$ cat config.mk
export PLATFORM = sky130hd
export DESIGN_NAME = alu_reservation_station
export DESIGN_NICKNAME = d
export VERILOG_FILES = /design/src/rtl/alu_reservation_station.sv
export SDC_FILE = /design/constraint.sdc
export NUM_CORES = 1
export LEC_CHECK = 0
export CORE_MARGIN = 1
export CORE_UTILIZATION = 40
export CTS_BUF_LIST = sky130_fd_sc_hd__clkbuf_4 sky130_fd_sc_hd__clkbuf_8
export CTS_CLUSTER_SIZE = 12
export DETAILED_ROUTE_END_ITERATION = 12
export PLACE_DENSITY_LB_ADDON = 0.15
export SYNTH_ARGS = -nofsm -noshare
export SYNTH_HDL_FRONTEND = slang
export SYNTH_SLANG_ARGS = --single-unit
$ cat constraint.sdc
create_clock -name clk -period 7 [get_ports clk]
set_clock_uncertainty 0.15 [all_clocks]
set_input_delay 0.7 -clock clk [delete_from_list [all_inputs] [get_ports clk]]
set_output_delay 0.7 -clock clk [all_outputs]
set_load 0.02 [all_outputs]
$ cat src/rtl/alu_reservation_station.sv
// Reservation-station bank for the ALU: holds issued instructions, snoops the CDB
// for pending operands, and presents the lowest-index ready entry to the ALU.
module alu_reservation_station #(
    parameter int unsigned DEPTH    = 4,
    parameter logic [7:0]  TAG_BASE = 8'd1,
    parameter int unsigned OP_W     = 5
) (
    input  logic              clk,
    input  logic              rst,
    input  logic              issue_valid,
    output logic              issue_ready,
    output logic [7:0]        issue_tag,
    input  logic [OP_W-1:0]   issue_op,
    input  logic [7:0]        issue_qj,
    input  logic [7:0]        issue_qk,
    input  logic [31:0]       issue_vj,
    input  logic [31:0]       issue_vk,
    input  logic [40:0]       cdb,
    output logic              fu_valid,
    input  logic              fu_ready,
    output logic [OP_W-1:0]   fu_op,
    output logic [31:0]       fu_a,
    output logic [31:0]       fu_b,
    output logic [7:0]        fu_tag
);

    localparam int unsigned IDX_W  = (DEPTH > 1) ? $clog2(DEPTH) : 1;
    localparam int unsigned TAG_W  = 8;
    localparam int unsigned DATA_W = 32;

    logic              cdb_valid;
    logic [TAG_W-1:0]  cdb_tag;
    logic [DATA_W-1:0] cdb_data;

    assign cdb_valid = cdb[40];
    assign cdb_tag   = cdb[39:32];
    assign cdb_data  = cdb[31:0];

    logic [DEPTH-1:0]  busy;
    logic [OP_W-1:0]   op_q [DEPTH];
    logic [TAG_W-1:0]  qj_q [DEPTH];
    logic [TAG_W-1:0]  qk_q [DEPTH];
    logic [DATA_W-1:0] vj_q [DEPTH];
    logic [DATA_W-1:0] vk_q [DEPTH];

    logic [DEPTH-1:0]  ready;
    logic [IDX_W-1:0]  free_idx;
    logic              free_found;
    logic [IDX_W-1:0]  sel_idx;
    logic              issue_fire;
    logic              dispatch_fire;

    logic [TAG_W-1:0]  fwd_qj;
    logic [TAG_W-1:0]  fwd_qk;
    logic [DATA_W-1:0] fwd_vj;
    logic [DATA_W-1:0] fwd_vk;

    // Ready entries and lowest-index free/ready selection from registered state
    always_comb begin
        ready      = '0;
        free_found = 1'b0;
        free_idx   = '0;
        sel_idx    = '0;
        for (int i = 0; i < int'(DEPTH); i++) begin
            ready[i] = busy[i] && (qj_q[i] == '0) && (qk_q[i] == '0);
        end
        for (int i = int'(DEPTH) - 1; i >= 0; i--) begin
            if (!busy[i]) begin
                free_found = 1'b1;
                free_idx   = IDX_W'(i);
            end
            if (ready[i]) begin
                sel_idx = IDX_W'(i);
            end
        end
    end

    assign issue_ready   = free_found;
    assign issue_tag     = free_found ? (TAG_BASE + TAG_W'(free_idx)) : '0;
    assign fu_valid      = |ready;
    assign fu_op         = op_q[sel_idx];
    assign fu_a          = vj_q[sel_idx];
    assign fu_b          = vk_q[sel_idx];
    assign fu_tag        = TAG_BASE + TAG_W'(sel_idx);
    assign issue_fire    = issue_valid && free_found;
    assign dispatch_fire = fu_valid && fu_ready;

    // Operand forwarding from a CDB broadcast landing in the issue cycle
    always_comb begin
        fwd_qj = issue_qj;
        fwd_vj = issue_vj;
        fwd_qk = issue_qk;
        fwd_vk = issue_vk;
        if (cdb_valid && (issue_qj != '0) && (issue_qj == cdb_tag)) begin
            fwd_qj = '0;
            fwd_vj = cdb_data;
        end
        if (cdb_valid && (issue_qk != '0) && (issue_qk == cdb_tag)) begin
            fwd_qk = '0;
            fwd_vk = cdb_data;
        end
    end

    // Issue only targets a free entry, so snoop/dispatch/issue never collide
    always_ff @(posedge clk) begin
        if (!rst) begin
            busy <= '0;
            for (int i = 0; i < int'(DEPTH); i++) begin
                qj_q[i] <= '0;
                qk_q[i] <= '0;
            end
        end else begin
            for (int i = 0; i < int'(DEPTH); i++) begin
                if (busy[i] && cdb_valid && (qj_q[i] != '0) && (qj_q[i] == cdb_tag)) begin
                    qj_q[i] <= '0;
                    vj_q[i] <= cdb_data;
                end
                if (busy[i] && cdb_valid && (qk_q[i] != '0) && (qk_q[i] == cdb_tag)) begin
                    qk_q[i] <= '0;
                    vk_q[i] <= cdb_data;
                end
            end
            if (dispatch_fire) begin
                busy[sel_idx] <= 1'b0;
            end
            if (issue_fire) begin
                busy[free_idx] <= 1'b1;
                op_q[free_idx] <= issue_op;
                qj_q[free_idx] <= fwd_qj;
                qk_q[free_idx] <= fwd_qk;
                vj_q[free_idx] <= fwd_vj;
                vk_q[free_idx] <= fwd_vk;
            end
        end
    end

endmodule

Word level (Yosys, flattened, before mapping)

Memory sizes are Yosys's and may differ from the RTL's.
Cells that the tools add are included.

Register bits: 4
Memory bits (writable): 340
Input port bits: 130
Output and inout port bits: 87
Logic and storage cells: 148
Memories: 5

$add $sub $neg: 2
Order comparisons: 4
Equality and inequality tests: 10
Muxes and demuxes: 60
Bitwise gates (word level): 11
Reductions and logical operators: 55

Memory list:

| memory | depth | bits a word | rd ports | clocked after Yosys merged registers in | wr ports | line | source |
|---|---|---|---|---|---|---|---|
| vj_q   | 4     | 32          | 1        | 0                                       | 5        | 43   | `logic [DATA_W-1:0] vj_q [DEPTH];` |
| vk_q   | 4     | 32          | 1        | 0                                       | 5        | 44   | `logic [DATA_W-1:0] vk_q [DEPTH];` |
| qj_q   | 4     | 8           | 4        | 0                                       | 5        | 41   | `logic [TAG_W-1:0] qj_q [DEPTH];` |
| qk_q   | 4     | 8           | 4        | 0                                       | 5        | 42   | `logic [TAG_W-1:0] qk_q [DEPTH];` |
| op_q   | 4     | 5           | 1        | 0                                       | 1        | 40   | `logic [OP_W-1:0] op_q [DEPTH];` |

Operator list:

| kind                                                        | count |
|---|---|
| equality test 8 bit                                         | 10 |
| two-way mux 8 bit                                           | 10 |
| nonzero test 8 bit                                          | 10 |
| zero test 8 bit                                             | 8 |
| two-way mux 32 bit                                          | 2 |
| logical AND 1 bit                                           | 36 |
| two-way mux 1 bit                                           | 34 |
| two-way mux 2 bit                                           | 8 |
| two-way mux 4 bit                                           | 3 |
| OR 1 bit                                                    | 8 |
| adder 1 x 2 -> 3 bit (first input constant)                 | 2 |
| less-than comparator 2 x 3 -> 1 bit (second input constant) | 2 |
| bitwise AND 4 bit                                           | 1 |
| demux 1 bit (select 2 bit)                                  | 2 |
| >= comparator 2 x 1 -> 1 bit (second input constant)        | 2 |
| inverter 4 bit                                              | 1 |
| OR 4 bit                                                    | 1 |
| OR reduction 4 bit                                          | 1 |
| two-way mux 3 bit                                           | 1 |

Logic depth before layout (Yosys ltp)

Gate-level depths: netlist of run 1.
An unclocked memory read counts as a cell.

Depth after elaboration: 18
Gate-level depth with buffers: 9
Depth with buffers taken out: 9

Worst setup path before layout of run 1

OpenSTA, ideal clock, no wires.

Path type: input to register
Start point: in cdb[38]
End point: mem vk_q[0][0], enable pin
Setup time: 0.466 ns
Arrival time: 3.736 ns
Required time: 6.384 ns
Setup slack: 2.648 ns
Cell stages on the path: 5
Buffers on the path: 1
Path through: buf_2 xor2_1 nor4_1 nand3_1 o21ai_0

RTL lines:

| what            | line | source |
|---|---|---|
| start, declared | 18   | `input logic [40:0] cdb,` |
| end, declared   | 44   |  |

==> results.toml, run 1 <==
[run_status]
run_status = "finished clean"

[sta]
finalSetupTns_ns = 0
slew_headroom_pct = 20.2
slew_violations = 0
setup_viol = 0
worst_slew_pin_slew_ns = 1.20
min_period_ns = 5.25
hold_violations = 0
fmax_ghz = 0.190
rsz0062_at_grt = "false"
setup_slack_ns = 1.75
fin_crit_sh_pct = 75.0

[setup_path]
crit_type = "register to output pin"
cp.required_ns = 6.15
start_kind = "register"
crit_fanout = 138
r2r_cells = 5
crit_path_end_kind = "output pin"
cp.arrival_ns = 4.40

[yosys]
synth_area_um2 = 17800
yosys-top-cells-area = "edfxtp_1 (57%), mux2_2 (15%), mux2i_1 (12%), xor2_1 (3.0%), mux2_1 (1.5%)"
synth.yosys.seq_area_share_pct = 57.9
yosysUniqueCellTypes = 42
avgSynthCellArea_um2 = 14.9
yosys_warnings = 0
yosys_most_used_dff = "edfxtp_1"
yosysTopAreaCell = "edfxtp_1"
synth-async-reset-ratio_pct = 0
synthCells = 1195
synth-edff-count = 340
ys_ff_latch = 344
synth_top_area_share_pct = 57.5

[cts]
postCtsHoldBufs = 0
post_cts_buffers = 0
clk_latency_ns = 0.65
cts_made_buffers = 61
cts_max_path_buffers = 3
path_clk_slew_ns = 0.06
tritoncts = "done"
h-tree-depth = 2
cts_resized = 0
cts_root_buffer = "clkbuf_8"
cts.sinks = 344

[floorplan]
die_width_um = 213
die-area_um2 = 45300
die_h_um = 213
ios = 217
rows = 76
design.core.area_um2 = 43500
initial_core_util_pct = 40.9

[grt]
grt_pass1_vias = 11200
track_usage_pct = 21.1
antenna_found_initial = 5
grt_pass1_wl_um = 69600
grt_max_degree = 139
overflow = 0

[power_and_ir_drop]
p_total_mw = 4.67
p_leak_nw = 7.07
peakVddDrop_uv = 139
power_density_nw_per_um2 = 218

[detailed_routing]
ant_nets = 0
drc = 0
dr_total_vias = 10800
via_per_inst = 5.23
wl_um = 47200
drtIter0Drc = 629
wl_per_cell_um = 23.0
firstDrtPassIters = 7

[place]
gp_congestion = 0.833
dpl.hpwl_um = 28300
pre_cts_ws_ns = 2.53
port-buffer-count = 206

[min_path]
hold_class = "register to register"
worstHoldPathCells = 1

[final_layout]
syn_to_final_growth_pct = 20.9
nNetsFinal = 1555
drive_above_1_share_pct = 26.1

[job]
cap_viol_max_count = 0
[cells by family (layout without fill, tap and decap cells)]
family,after synthesis,after routing,share of synthesized area (%)
AOI/OAI and AO/OA,20,20,0.810
xor gates and xnor gates,78,78,3.85
adders and majority gates,4,4,0.282
buffers and inverters,99,364,3.86
DFF,344,344,57.9
muxes,463,463,27.9
other,1,12,0.0211
and+or+nand+nor,186,186,5.35
[final cells by class]
type                    instances  area, um2
diodes                          2       5.00
clock buffers                  87       1050
clock inverters                24        124
fillers                      3829      22000
inverters                      22       82.6
multi-input cells             761       6910
flip-flops and latches        344      10300
well taps                     585        732
repair buffers                231       2270
[worst max-delay path, cell delays in order, from the launching register on]
cell and delay, ns:
edfxtp_1 0.41, or4_4 0.57, nor2_4 0.17, nand3_4 0.11, a211oi_4 0.31, buf_12 0.67
mux2i_1 0.18, mux2i_1 0.35, clkdlybuf4s50_1 0.68
[cell usage in the layout, fill, tap and decap left out, types with 22 or more instances in the layout]
cell,Yosys,routed
mux2_2,232,232
nor2_1,71,69
edfxtp_1,340,340
clkdlybuf4s50_1,0,206
xor2_1,60,60
mux2i_1,207,207
mux2_1,24,24
inv_1,22,22
buf_4,11,23
clkbuf_4,1,24
clkbuf_8,0,63
[path summary, 6_finish.rpt]
path	from	to	slack, ns
worst max register to register	busy[0]	vj_q[0][8]	3.77
worst min-delay path	busy[3]	busy[3]	0.51
worst min register to register	busy[3]	busy[3]	0.51
worst max-delay path	qj_q[2][4]	fu_b[30]	1.75
[power by group]
group / leakage, nW / internal (mW) / switching [mW]
Sequential: 3.21 / 2.34 / 0.0260
Combinational: 3.25 / 0.233 / 0.253
Clock: 0.619 / 0.988 / 0.833
Total: 7.07 / 3.56 / 1.11
[metal layers]
| metal | track usage [%] | part of all wire [%] | up-vias |
|---|---|---|---|
| li1 | - | - | 4967 |
| met1 | 28.3 | 45 | 5378 |
| met2 | 34.1 | 47 | 304 |
| met3 | 4.04 | 5.7 | 102 |
| met4 | 7.64 | 2.7 | 6 |
| met5 | 0 | 0.087 | - |
[per-stage QoR]
stage / hold slack, ns / cell area [um2] / utilization [%] / instances
floorplan: 0.438 / 17800 / - / 1204
global placement: 0.483 / 20300 / 46.7 / 1943
detailed placement: 0.491 / 20300 / 46.7 / 1943
CTS: 0.496 / 21500 / 49.4 / 2054
global route: 0.525 / 21500 / 49.4 / 2056
finish: 0.509 / 21500 / 49.4 / 2056
[registers in the layout (all words and copies together) (netlist names)]
register / cells
busy: 4
op_q: 20
qj_q: 32
qk_q: 32
vj_q: 128
vk_q: 128
[cells in the mapped netlist, drive strengths merged (3+ instances only)]
cell type	count
nor2	76
or4	16
edfxtp	340
nor3	15
dfxtp	4
inv	22
a31o	4
a41oi	3
mux2i	207
nand2b	5
nand2	24
mux2	256
a21oi	4
xnor2	18
buf	72
clkbuf	5
nor4	12
xor2	60
or2	3
and3	3
o21ai	7
ha	4
nand3	23
nand4	7
No activity file was read; power rests on OpenSTA's default activity.
==> run 2: changes to the inputs <==
clock period = 4.91 ns   (was 7 ns; I/O delays follow)
==> results.toml, run 2 (synthesis results as in run 1) <==
[sta]
slew_violations = 0
worst_slew_pin_slew_ns = 0.880
hold-worst-slack_ns = 0.335
slew_headroom_pct = 41.1
setup_viol = 0
rsz0062_at_grt = "false"
fin_crit_sh_pct = 94.7
finalSetupTns_ns = 0
min_period_ns = 4.65
hold_violations = 0
setup_slack_ns = 0.259
fmax_ghz = 0.215

[final_layout]
syn_to_final_growth_pct = 21.3
drive_above_1_share_pct = 26.4
final_cell_mix = "edfxtp_1 (340), mux2_2 (232), mux2i_1 (207)"
top_regs = "vj_q (128), vk_q (128)"
layoutNonFillerInstCount = 2051
num-fill-cells = 3812
nNetsFinal = 1563
antenna_cells = 0
final_common_cell = "edfxtp_1"

[cts]
postCtsHoldBufs = 0
cts_made_buffers = 58
path_clk_slew_ns = 0.06
cts.sinks = 344
post_cts_buffers = 0
clk_latency_ns = 0.64
cts_root_buffer = "clkbuf_8"
cts_resized = 0
cts_max_path_buffers = 3
h-tree-depth = 2
tritoncts = "done"

[floorplan]
design.core.area_um2 = 43500
die-area_um2 = 45300
die_width_um = 213
ios = 217
rows = 76
initial_core_util_pct = 40.9
die_h_um = 213

[place]
port-buffer-count = 206
dpl.cell_count = 1954
pre_cts_ws_ns = 0.841
dpl.hpwl_um = 30900
gp_congestion = 0.894

[setup_path]
cpMaxStageDelayCell = "clkdlybuf4s50_1"
regToRegSetupSlack_ns = 1.82
crit_type = "register to output pin"
cp.arrival_ns = 4.01
start_kind = "register"
r2r_cells = 7
cp_common_cell = "mux2i_1"
max_stage_delay_ns = 0.68
cp_top_family = "buffers and inverters"
cp.required_ns = 4.27
timing.rr.start = "busy[0]"
path_cells = "or4_4 > nor2_4 > nand3_4 > a211oi_4 > buf_12 > mux2i_1 > mux2i_1 > clkdlybuf4s50_1"
worst-path-buf-inv = 2
crit_path_end_kind = "output pin"
crit_fanout = 72
r2r-end = "vj_q[2][8]"

[power_and_ir_drop]
p_int_mw = 4.94
power.share.sequential_pct = 52.0
p_clk_share_pct = 37.1
swShare_pct = 23.8
peakVddDrop_uv = 220
power_switching_mw = 1.54
p_total_mw = 6.48
power_density_nw_per_um2 = 301
comb_power_share_pct = 10.9
p_leak_nw = 7.11

[grt]
track_usage_pct = 21.2
grt_use_met2_pct = 36.1
grt-busiest-layer = "met2"
grtUsageMet1_pct = 27.5
grt_pass1_vias = 11100
grt_pass1_wl_um = 69800
met3_usage_pct = 4.29
overflow = 0
antenna_found_initial = 3
grt_max_degree = 73

[min_path]
worstHoldPathCells = 1
worstHoldStart = "issue_op[4]"
whs_endpoint = "op_q[2][4]"
hold_class = "input pin to register"

[detailed_routing]
firstDrtPassIters = 6
via_per_inst = 5.22
wl_um = 47400
wl_per_cell_um = 23.1
dr_total_vias = 10700
ant_nets = 0
drtIter0Drc = 537
drc = 0

[job]
cap_viol_max_count = 0

[run_status]
run_status = "finished clean"
run 2: cell count changes in the layout (fill, tap and decap cells not counted), sizes merged:
| cell | before | now |
|---|---|---|
| bufinv | 1 | 0 |
| clkbuf | 87 | 81 |
| diode | 2 | 0 |
| inv | 22 | 23 |
| buf | 25 | 36 |
| clkinv | 22 | 14 |
run 2: area by class of cell:
type	instances	area (um2)	share of cell area, %
tap	585	732	3.40
timing repair buffer	242	2480	11.5
inverter	22	82.6	0.383
multi-input combinational	761	6910	32.1
sequential	344	10300	47.8
clock buffer	81	977	4.53
clock inverter	16	73.8	0.343
run 2: how the worst max path moves through the flow:
stage	from	end	slack, ns	depth (start not counted)
5_1_grt	qj_q[3][4]	fu_op[4]	0.07	8
2_1_floorplan	cdb[38]	vk_q[0][0]	0.77	5
3_3_place_gp	qj_q[2][0]	fu_op[4]	0.83	8
4_1_cts	qj_q[2][4]	fu_op[4]	0.12	8
3_5_place_dp	qj_q[2][4]	fu_op[4]	0.84	8
6_report	qj_q[2][4]	fu_op[4]	0.26	8
run 2: through the flow:
stage	cell area [um2]	util, %
global route	21500	49.6
finish	21500	49.6
global placement	20500	47.2
detailed placement	20500	47.2
floorplan	17800	-
CTS	21500	49.6
run 2: power groups by stage:
stage	sequential, mW	combinational (mW)	clock [mW]
after global routing	3.38	0.758	2.58
final	3.37	0.705	2.41
after floorplan	3.42	0.378	0
after global placement	3.43	0.702	0
after CTS	3.37	0.713	2.47
after detailed placement	3.43	0.707	0
run 2: layer usage:
metal,part of all wire (%),wire length (um),vias to the layer above
met5,0.074,35,-
met4,1.6,773,6
met3,5.7,2690,67
met2,49,23300,307
met1,43,20600,5354
li1,-,-,4979
run 2: worst reg2reg max path: cells and delay by family, from the launching register on:
family	cells	cell delay, ns
flip-flops	1	0.58
multiplexers	1	0.30
AND/OR/NAND/NOR	3	1.00
buffers and inverters	3	0.82
==> run 3: changes to the inputs <==
MAX_ROUTING_LAYER = met4   (was not set)
==> results.toml, run 3 (synthesis results as in run 1) <==
[final_layout]
nNetsFinal = 1563
final_cell_mix = "edfxtp_1 (340), mux2_2 (232), mux2i_1 (207)"
final_common_cell = "edfxtp_1"
num-fill-cells = 3812
layoutNonFillerInstCount = 2054
drive_above_1_share_pct = 26.4
syn_to_final_growth_pct = 21.4
top_regs = "vj_q (128), vk_q (128)"

[floorplan]
ios = 217
die-area_um2 = 45300
initial_core_util_pct = 40.9
design.core.area_um2 = 43500
rows = 76
die_h_um = 213
die_width_um = 213

[power_and_ir_drop]
p_total_mw = 6.49
p_clk_share_pct = 37.2
power.share.sequential_pct = 52.0
p_int_mw = 4.94
p_leak_nw = 7.11
power_switching_mw = 1.55
comb_power_share_pct = 10.9
power_density_nw_per_um2 = 301
peakVddDrop_uv = 220
swShare_pct = 23.8

[cts]
cts.sinks = 344
clk_latency_ns = 0.64
h-tree-depth = 2
cts_resized = 0
path_clk_slew_ns = 0.06
postCtsHoldBufs = 0
tritoncts = "done"
cts_root_buffer = "clkbuf_8"
cts_max_path_buffers = 3
cts_made_buffers = 58
post_cts_buffers = 0

[sta]
slew_headroom_pct = 40.7
hold_violations = 0
slew_violations = 0
fmax_ghz = 0.214
worst_slew_pin_slew_ns = 0.886
finalSetupTns_ns = 0
min_period_ns = 4.68
setup_viol = 0
fin_crit_sh_pct = 95.3
rsz0062_at_grt = "false"

[job]
cap_viol_max_count = 0

[detailed_routing]
drc = 0
wl_per_cell_um = 23.1
wl_um = 47400
firstDrtPassIters = 5
drtIter0Drc = 592
via_per_inst = 5.20
ant_nets = 0
dr_total_vias = 10700

[setup_path]
cp_common_cell = "mux2i_1"
start_kind = "register"
crit_fanout = 72
crit_type = "register to output pin"
crit_path_end_kind = "output pin"
cp_top_family = "buffers and inverters"
cp.arrival_ns = 4.04
max_stage_delay_ns = 0.68
cpMaxStageDelayCell = "clkdlybuf4s50_1"
path_cells = "or4_1 > nor2_4 > nand3_4 > a211oi_4 > buf_12 > mux2i_1 > mux2i_1 > clkdlybuf4s50_1"
worst-path-buf-inv = 2
cp.required_ns = 4.27
regToRegSetupSlack_ns = 1.82

[place]
dpl.hpwl_um = 30900
port-buffer-count = 206
gp_congestion = 0.910
dpl.cell_count = 1954

[grt]
track_usage_pct = 21.8
antenna_found_initial = 3
overflow = 0
grt_pass1_wl_um = 69800
grt_pass1_vias = 11100
grt_max_degree = 73

[min_path]
hold_class = "input pin to register"

[run_status]
run_status = "finished clean"
[run 3: cell types whose count changed in the layout (fill, tap and decap cells not counted), sizes merged]
cell	change
diode	+3
[run 3: power groups by stage]
stage	sequential [mW]	combinational, mW	clock, mW
floorplan	3.42	0.378	0
global placement	3.43	0.702	0
detailed placement	3.43	0.707	0
CTS	3.37	0.713	2.47
global route	3.38	0.758	2.58
finish	3.37	0.705	2.41
[run 3: per-layer routing]
metal,vias up,wire [um],global-route usage (%)
li1,4983,-,-
met5,-,0,-
met4,0,811,5.51
met2,287,23300,36.1
met3,67,2590,4.25
met1,5354,20700,27.5
[run 3: path summary, 6_finish.rpt]
kind | startpoint | to | cells past startpoint
hold / removal | issue_op[4] | op_q[2][4] | 1
hold reg to reg | busy[3] | busy[3] | 1
setup / recovery | qj_q[2][0] | fu_op[4] | 8
setup reg to reg | busy[0] | vj_q[2][8] | 7
[run 3: layout make-up]
| class | count | area (um2) | share of cell area [%] |
|---|---|---|---|
| sequential | 344 | 10300 | 47.7 |
| multi-input combinational | 761 | 6910 | 32.1 |
| timing repair buffer | 242 | 2480 | 11.5 |
| clock buffer | 81 | 977 | 4.53 |
| tap | 585 | 732 | 3.40 |
| inverter | 22 | 82.6 | 0.383 |
| clock inverter | 16 | 73.8 | 0.342 |
| antenna | 3 | 7.51 | 0.0348 |
[run 3: stage by stage]
step | hold WS [ns] | worst slack, ns | cell area [um2] | utilization (%)
final | 0.336 | 0.233 | 21600 | 49.6
after global routing | 0.324 | 0.0706 | 21600 | 49.6
after CTS | 0.293 | 0.117 | 21500 | 49.6
after detailed placement | 0.510 | 0.841 | 20500 | 47.2
after global placement | 0.512 | 0.831 | 20500 | 47.2
after floorplan | 0.438 | 0.767 | 17800 | -
[run 3: worst register-to-register path, delay by kind of cell, from the launching register on]
family                 cells  cell delay, ns
AND/OR/NAND/NOR            3            1.00
buffers and inverters      3            0.83
multiplexers               1            0.30
flip-flops                 1            0.57
